## src/rtl/present_pkg.sv

```systemverilog
// Shared constants, S-box table and FSM encoding for the toy 16/20-bit PRESENT datapath.
package present_pkg;

    localparam int KEY_W      = 20;
    localparam int BLK_W      = 16;
    localparam int NUM_ROUNDS = 7;
    localparam int NUM_KEYS   = NUM_ROUNDS + 1;
    localparam int ROT        = 15;

    // Element 0 sits in the rightmost nibble, so PRESENT_SBOX[x] is S(x).
    localparam logic [15:0][3:0] PRESENT_SBOX = {
        4'h2, 4'h1, 4'h7, 4'h4, 4'h8, 4'hF, 4'hE, 4'h3,
        4'hD, 4'hA, 4'h0, 4'h9, 4'hB, 4'h6, 4'h5, 4'hC
    };

    typedef enum logic [1:0] {
        IDLE = 2'd0,
        RUN  = 2'd1,
        DONE = 2'd2
    } state_e;

endpackage

```

## src/rtl/present_sbox.sv

```systemverilog
// Combinational PRESENT 4-bit S-box, shared between key schedule and cipher rounds.
module present_sbox
    import present_pkg::*;
(
    input  logic [3:0] din,
    output logic [3:0] dout
);

    assign dout = PRESENT_SBOX[din];

endmodule

```

## src/rtl/present_key_expander.sv

```systemverilog
// Sequential PRESENT round-key generator: one schedule update per clock after a
// master-key load, round keys held in a register file until the next load.
module present_key_expander
    import present_pkg::*;
(
    input  logic                      clk,
    input  logic                      rst_n,
    input  logic                      load_valid,
    output logic                      load_ready,
    input  logic [KEY_W-1:0]          master_key,
    output logic                      busy,
    output logic                      keys_valid,
    input  logic [2:0]                rd_idx,
    output logic [BLK_W-1:0]          rd_key,
    output logic [BLK_W*NUM_KEYS-1:0] keys_flat
);

    state_e           state;
    logic [2:0]       cnt;
    logic [KEY_W-1:0] k_reg;
    logic [KEY_W-1:0] k_rot;
    logic [KEY_W-1:0] k_next;
    logic [3:0]       sb_out;
    logic [BLK_W-1:0] key_rf [NUM_KEYS];

    assign k_rot = (k_reg << ROT) | (k_reg >> (KEY_W - ROT));

    present_sbox u_sbox (
        .din  (k_rot[KEY_W-1 -: 4]),
        .dout (sb_out)
    );

    assign k_next = {sb_out, k_rot[KEY_W-5:3], k_rot[2:0] ^ cnt};

    always_ff @(posedge clk or negedge rst_n) begin
        if (!rst_n) begin
            state      <= IDLE;
            cnt        <= '0;
            k_reg      <= '0;
            load_ready <= 1'b1;
            busy       <= 1'b0;
            keys_valid <= 1'b0;
            for (int i = 0; i < NUM_KEYS; i++) begin
                key_rf[i] <= '0;
            end
        end else begin
            case (state)
                IDLE, DONE: begin
                    if (load_valid) begin
                        k_reg      <= master_key;
                        key_rf[0]  <= master_key[KEY_W-1 -: BLK_W];
                        cnt        <= 3'd1;
                        state      <= RUN;
                        load_ready <= 1'b0;
                        busy       <= 1'b1;
                        keys_valid <= 1'b0;
                    end
                end
                RUN: begin
                    k_reg       <= k_next;
                    key_rf[cnt] <= k_next[KEY_W-1 -: BLK_W];
                    // cnt stops at its final value rather than wrapping to 0.
                    if (cnt == 3'(NUM_ROUNDS)) begin
                        state      <= DONE;
                        load_ready <= 1'b1;
                        busy       <= 1'b0;
                        keys_valid <= 1'b1;
                    end else begin
                        cnt <= cnt + 3'd1;
                    end
                end
                default: begin
                    state      <= IDLE;
                    load_ready <= 1'b1;
                    busy       <= 1'b0;
                    keys_valid <= 1'b0;
                end
            endcase
        end
    end

    assign rd_key = key_rf[rd_idx];

    for (genvar i = 0; i < NUM_KEYS; i++) begin : g_flat
        assign keys_flat[i*BLK_W +: BLK_W] = key_rf[i];
    end

endmodule

```

## config.mk

```make
export PLATFORM = sky130hd
export DESIGN_NAME = present_key_expander
export DESIGN_NICKNAME = d
export VERILOG_FILES = /design/src/rtl/present_pkg.sv /design/src/rtl/present_sbox.sv /design/src/rtl/present_key_expander.sv
export SDC_FILE = /design/constraint.sdc
export NUM_CORES = 1
export LEC_CHECK = 0
export ABC_AREA = 0
export CAP_MARGIN = 25
export CORE_MARGIN = 2
export CORE_UTILIZATION = 50
export DETAILED_ROUTE_END_ITERATION = 12
export PLACE_DENSITY_LB_ADDON = 0.3
export SYNTH_ARGS = -nofsm -noshare
export SYNTH_HDL_FRONTEND = slang
export SYNTH_SLANG_ARGS = --single-unit
```

## constraint.sdc

```tcl
create_clock -name clk -period 2.1 [get_ports clk]
set_clock_uncertainty 0.2 [all_clocks]
set_input_delay 0.21 -clock clk [delete_from_list [all_inputs] [get_ports clk]]
set_output_delay 0.21 -clock clk [all_outputs]
set_load 0.1 [all_outputs]
```

# After elaboration in Yosys (flattened, before gate mapping)
# Memories as Yosys holds them, arrays and structs flattened.
# Cells that the tools add are included.
# W data, S select, Z words.
# word_totals
inputBits	26
out_inout_bits	147
mem_count	1
rom_bits	64
ff_bits	156
# classes
reduce_logical	7
n_mux	24
magnitude_cmp	4
n_eq_ne	6
addsub	1
n_bitwise	4
# memory_table
memory	words	width	read_ports	rd_ports_with_merged_regs	wr	line	rtl
(no name shown)	16	4	1	0	0	present_sbox.sv:9	assign dout = PRESENT_SBOX[din];
# ops
cell	count
$bwmux W128	1
$mux W16	4
$bmux W16 S3	1
$demux W16 S3	1
$pmux W20 S2	1
$pmux W16 S2	1
$mux W20	1
$or A20 B15 Y20	1
$ge A4 B4 Y1 const B	2
$not A3 Y4	2
$mux W3	2
$ne A2 B2 Y1 const B	3
$pmux W1 S2	3
$pmux W3 S2	1
$lt A4 B5 Y1 const B	1
$lt A4 B1 Y1 const B	1
$mux W1	4
$mux W2	2
$mux W4	1
$pmux W2 S2	1
$reduce_and A2 Y1	2
$add A3 B1 Y3 const B	1
$eq A3 B3 Y1 const B	1
$reduce_and A3 Y1	1
7 further kinds	7

# Logic depth before layout (Yosys ltp)
# Gate-level depths: netlist (run 1).
# depth
ltp_word	7
depth_mapped	7
ltp_nobuf	6

# By module
# A second synthesis (run 1) with hierarchy kept.
# hier_totals
hier_cells	523
area_unflattened_um2	7473.4
# modules_own_cells
module	seq_area_each_um2	cells_per_inst	instances	area_each_um2
present_key_expander	3880.0	506	1	7305.8
present_sbox	0.0	17	1	167.7

# Worst setup path after synthesis (run 1)
# OpenSTA, ideal clock, no wires.
# synth_path
path_type	reg-to-reg
start	register keys_valid (netlist name)
end	register key_rf, in the netlist keys_flat[16]
path_stages_with_launch	7
path_buffers	3
arrival_time_ns	2.042
required_time_ns	1.774
setup_time_ns	0.126
path_slack_ns	-0.268
path_cell_list	dfrtp_1 buf_4 nor2b_4 buf_4 nand3_1 buf_2 mux2_2
# synth_lines
element	line	rtl
end signal: indexed assignment	present_key_expander.sv:61	key_rf[cnt] <= k_next[KEY_W-1 -: BLK_W];
end: declaration	present_key_expander.sv:24	logic [BLK_W-1:0] key_rf [NUM_KEYS];

# Worst setup path in the final report (run 1)
# layout_path
start	register key_rf, in the netlist keys_flat[101]
end	output rd_key[5]
# layout_between
elab_chain_len	3
# layout_lines
element	line	rtl
$bmux W16 S3	present_key_expander.sv:82	assign rd_key = key_rf[rd_idx];
$mux W16 (implied by the code) (2 in a row)	present_key_expander.sv:82	
end: declaration	present_key_expander.sv:14	output logic [BLK_W-1:0] rd_key,
# Every way passes these cells. The select of a mux whose other input is x is not followed.

==> results.tsv, run 1 <==
metric	value	unit
max_stage_delay	0.48	ns
timing.rr.end	k_reg[10]	
utilization	0.743	
synthArstFlopShare	1.00	
nets	854	
cts_tree	yes	
critPathKind	register to output pin	
syn_inst	551	
finalMaxSlewViolations	0	
gp_congestion	0.832	
relSlewSlack	0.696	
synth.ff_latch_count	155	
portBuffers	172	
num_rows	44	
antenna_found_initial	1	
maxCapViolations	0	
synth_fp_nets	584	
clkSinkCount	155	
yosysUniqueCellTypes	40	
start_kind	register	
area_growth_syn_to_layout	46.9	%
start_util	0.506	
setup_ws	-0.0947	ns
grt_use_total	0.282	
first_pass_iters	5	
ff2ff_path_depth	5	
final_common_cell	buf_4	
setup_viol	16	
largest_reg_flops	128	
hold_violations	0	
fin_cells	1019	
clock_latency	0.43	ns
dp.cells	903	
dp_hpwl	14100	um
timing.rr.start	keys_valid	
cp_data_arrival_time	1.78	ns
max_freq	0.456	GHz
grt_pass1_wl	33400	um
syn-cell-area	7270	um2
hp-class	input pin to asynchronous set/reset pin	
status	finished, violations left	
worstMarginPinSlew	0.456	ns
path_cells	mux4_2, mux2_4, buf_12	
critPathSlowestCell	mux4_2	
crit_fanout	2	
synth_top_area_cell	dfrtp_1	
avgSynthCellArea	13.2	um2
routed_via_density	5.71	
grt_pass1_vias	5906	
final_cell_mix	buf_4, dfrtp_2, mux2_2	
violations	negative setup slack	
wire_per_inst	21.4	um
die_y	125	um
core_area	14400	um2
finalCriticalPeriod	2.19	ns
cts_root_buf	clkbuf_16	
synthTopCellsByArea	dfrtp_1, mux2_2, mux4_2	
ys.flop_type	dfrtp_1	
grt_overflow_total	0	
final.period_utilization	1.05	
dieArea	15500	um2
io_pins	173	
netlist.area_leader.share	0.530	
fillers	923	
cp.required	1.69	ns
route.detailed.drc	0	
ys_warn_count	0	
drive_gt1_frac	0.694	
fin_tns_setup	-1.32	ns
ant_nets	0	
rsz0062_at_grt	true	
drt_iter0_markers	363	
reg2reg_slack	0.08	ns
synth_edf_count	0	
cts_buffers	17	
grt_max_degree	48	
cts.clk_slew.worst_paths	0.06	ns
cts_max_level	4	
cp-end-kind	output pin	
via_count	5816	
die_w	125	um
seq_area_frac_synth	0.534	
cts_max_path_buffers	2	
routed_wl	21800	um
## per-layer routing
layer / part of all wire / wire length [um] / GRT usage / vias to the layer above
li1: - / - / - / 2542
met1: 0.41 / 9040 / 0.369 / 3008
met2: 0.51 / 11200 / 0.474 / 217
met3: 0.047 / 1020 / 0.0507 / 49
met4: 0.026 / 560 / 0.105 / 0
met5: 0 / 0 / 0 / -
## cells in the mapped netlist (2+ instances only)
cell	count
a31oi_1	3
buf_4	9
clkbuf_1	7
a311oi_1	2
xnor2_1	3
a21oi_1	40
a211oi_1	3
nand2b_1	4
ha_1	7
mux2_2	107
and3_1	2
mux2i_1	15
nand3b_1	2
o21ai_0	26
mux4_2	32
nand2_1	24
nand3_1	7
dfrtp_1	154
o211ai_1	2
nor2b_1	6
buf_1	3
nor2_1	44
buf_2	20
inv_1	9
and4b_1	2
a32oi_1	2
buf_6	3
## what timing repair did
action,CTS,global route
endpoints found under the hold margin,154,0
buffers inserted,67,15
resized for setup,16,4
setup endpoints to repair,16,27
hold buffers,1,0
## stage by stage
step	hold WS [ns]	setup WS [ns]	cell area [um2]
2_1_floorplan	-0.286	0.00132	7430
3_5_place_dp	-0.0241	-0.00511	9380
4_1_cts	0.0891	-0.100	10500
3_3_place_gp	-0.0333	0.0676	9380
6_report	0.0747	-0.0947	10700
5_1_grt	0.128	-0.134	10700
## cell type report
type,instances,area (um2),area share
diodes,1,2.50,0.000234
well taps,184,230,0.0216
multi-input cells,344,3180,0.298
clock inverters,15,165,0.0155
flip-flops and latches,155,4040,0.379
clock buffers,17,425,0.0399
repair buffers,294,2590,0.243
inverters,9,33.8,0.00317
## kinds of logic after synthesis
| group | Yosys count | synth area share |
|---|---|---|
| xor gates and xnor gates | 3 | 0.00362 |
| AOI/OAI and AO/OA | 83 | 0.0629 |
| adders and majority gates | 7 | 0.0121 |
| DFF | 155 | 0.534 |
| muxes | 154 | 0.286 |
| buffers and inverters | 52 | 0.0382 |
| and+or+nand+nor | 97 | 0.0635 |
## critical path: cells and delay by family, from the launching register on
family   cells  cell delay, ns
mux          2            0.77
flops        1            0.41
buf+inv      1            0.17
## worst max-delay path by stage
stage	slack, ns	cells past startpoint	to	from
5_1_grt	-0.13	3	rd_key[10]	keys_flat[10]
6_report	-0.09	3	rd_key[5]	keys_flat[101]
2_1_floorplan	0.001	5	keys_flat[100]	keys_valid
3_3_place_gp	0.07	6	keys_flat[4]	load_valid
4_1_cts	-0.1	3	rd_key[10]	keys_flat[106]
3_5_place_dp	-0.005	6	keys_flat[5]	load_valid
Power of run 1 is not shown: default switching activity piles up to over one toggle a cycle in this logic, so the estimate is an artifact.
==> run 2, diff against run 1 <==
--- a/config.mk
+++ b/config.mk
@@ -10,6 +10,7 @@
 export CORE_MARGIN = 2
 export CORE_UTILIZATION = 50
 export DETAILED_ROUTE_END_ITERATION = 12
+export GPL_ROUTABILITY_DRIVEN = 0
 export PLACE_DENSITY_LB_ADDON = 0.3
 export SYNTH_ARGS = -nofsm -noshare
 export SYNTH_HDL_FRONTEND = slang
==> results of run 2 <==
The final DEF is identical to that of run 1; final timing and power are the same.
Power of run 2 is left out for the same reason.
==> run 3, diff against run 2 <==
--- a/config.mk
+++ b/config.mk
@@ -11,6 +11,7 @@
 export CORE_UTILIZATION = 50
 export DETAILED_ROUTE_END_ITERATION = 12
 export GPL_ROUTABILITY_DRIVEN = 0
+export MAX_ROUTING_LAYER = met4
 export PLACE_DENSITY_LB_ADDON = 0.3
 export SYNTH_ARGS = -nofsm -noshare
 export SYNTH_HDL_FRONTEND = slang
==> run 3 against run 2 <==
  * Global-route usage up 0.79 points
  * Register-to-register slack improved by 0.03 ns
  * Sequential share of layout area is the same
  * Sequential cell count unchanged
  * The run still ends with negative setup slack left
  * Critical path depth unchanged
  * Fmax is essentially flat
  * First-iteration DRC count increased by 2.8%
  * Critical path type unchanged
==> results.tsv, run 3 (same netlist as run 1, synthesis figures left out) <==
metric	value	unit	change
final_common_cell	buf_4		
drt_iter0_markers	373		+2.8%
path_cells	mux4_2, mux2_4, buf_12		
routed_via_density	5.63		-1.4%
route.detailed.drc	0		unchanged
setup_ws	-0.0961	ns	-0.00136 ns
holdWs	0.0776	ns	+0.00286 ns
timing.rr.end	k_reg[10]		
status	finished, violations left		
cp.required	1.69	ns	about the same
fin_cells	1019		unchanged
routed_wl	21700	um	-0.28%
dp_hpwl	14100	um	unchanged
fin_tns_setup	-1.30	ns	+0.0131 ns
crit_fanout	2		unchanged
max_stage_delay	0.47	ns	about the same
violations	negative setup slack		
finalMaxSlewViolations	0		unchanged
finalCriticalPeriod	2.20	ns	+0.00136 ns
cts.clk_slew.worst_paths	0.06	ns	about the same
cts_max_level	4		unchanged
area_growth_syn_to_layout	46.9	%	unchanged
antenna_found_initial	1		unchanged
grt_overflow_total	0		unchanged
nets	854		unchanged
ff2ff_path_depth	5		unchanged
rsz0062_at_grt	true		
cts_max_path_buffers	2		unchanged
cts_root_buf	clkbuf_16		
clock_latency	0.43	ns	about the same
first_pass_iters	5		unchanged
grt_max_degree	48		unchanged
grt_pass1_wl	33400	um	about the same
die_y	125	um	unchanged
crit_buf_inv	1		unchanged
path_delay_family	multiplexers		
dp.cells	903		unchanged
ant_nets	0		unchanged
grt_pass1_vias	5909		+0.051%
die_w	125	um	unchanged
cts_tree	yes		
setup_viol	16		unchanged
num_rows	44		unchanged
dieArea	15500	um2	unchanged
worstMarginPinSlew	0.453	ns	-0.00286 ns
reg2reg_slack	0.11	ns	+0.03 ns
max_freq	0.455	GHz	about the same
via_count	5732		-1.4%
stdcell_area	10700	um2	unchanged
start_kind	register		
timing.rr.start	keys_valid		
core_area	14400	um2	unchanged
hp-class	input pin to asynchronous set/reset pin		
final_cell_mix	buf_4, dfrtp_2, mux2_2		
io_pins	173		unchanged
final.period_utilization	1.05		about the same
clkSinkCount	155		unchanged
critPathSlowestCell	mux4_2		
maxCapViolations	0		unchanged
cp-end-kind	output pin		
largest_reg_flops	128		unchanged
hold_violations	0		unchanged
cts_buffers	17		unchanged
cp_data_arrival_time	1.79	ns	about the same
portBuffers	172		unchanged
wire_per_inst	21.3	um	-0.28%
drive_gt1_frac	0.694		unchanged
critPathKind	register to output pin		
postPlaceCellArea	9380	um2	unchanged
relSlewSlack	0.698		+0.00190
start_util	0.506		unchanged
grt_use_total	0.290		+0.00794
==> run 3: cell counts in the layout (fill, tap and decap cells not counted) <==
Identical to the previous run, type by type.
==> run 3: through the flow <==
| step | util | worst slack, ns |
|---|---|---|
| floorplan | - | 0.00132 |
| global placement | 0.653 | 0.0676 |
| detailed placement | 0.653 | -0.00511 |
| CTS | 0.734 | -0.100 |
| global route | 0.743 | -0.133 |
| finish | 0.743 | -0.0961 |
==> run 3: routing by layer <==
| metal | share of wire | global-route usage | vias up |
|---|---|---|---|
| met2 | 0.51 | 0.475 | 177 |
| met4 | 0.026 | 0.107 | 0 |
| met5 | 0 | - | - |
| li1 | - | - | 2539 |
| met1 | 0.42 | 0.368 | 2973 |
| met3 | 0.045 | 0.0473 | 43 |
==> run 3: layout make-up <==
type	count	area (um2)
Fill cell	923	3700
Inverter	9	33.8
Timing Repair Buffer	294	2590
Multi-Input combinational cell	344	3180
Sequential cell	155	4040
Tap cell	184	230
Antenna cell	1	2.50
Clock buffer	17	425
Clock inverter	15	165
==> run 3: worst max-delay path by stage <==
stage / cells after the start / end / start / slack, ns
2_1_floorplan: 5 / keys_flat[100] / keys_valid / 0.001
3_3_place_gp: 6 / keys_flat[4] / load_valid / 0.07
3_5_place_dp: 6 / keys_flat[5] / load_valid / -0.005
4_1_cts: 3 / rd_key[10] / keys_flat[106] / -0.1
5_1_grt: 3 / rd_key[10] / keys_flat[10] / -0.13
6_report: 3 / rd_key[15] / keys_flat[63] / -0.1
==> run 3: what timing repair did <==
action                     CTS  global route
hold endpoints to repair   154             0
buffers inserted            67            15
gates resized for setup     16             4
hold buffers                 1             0
setup endpoints to repair   16            27
Power of run 3 is left out for the same reason.
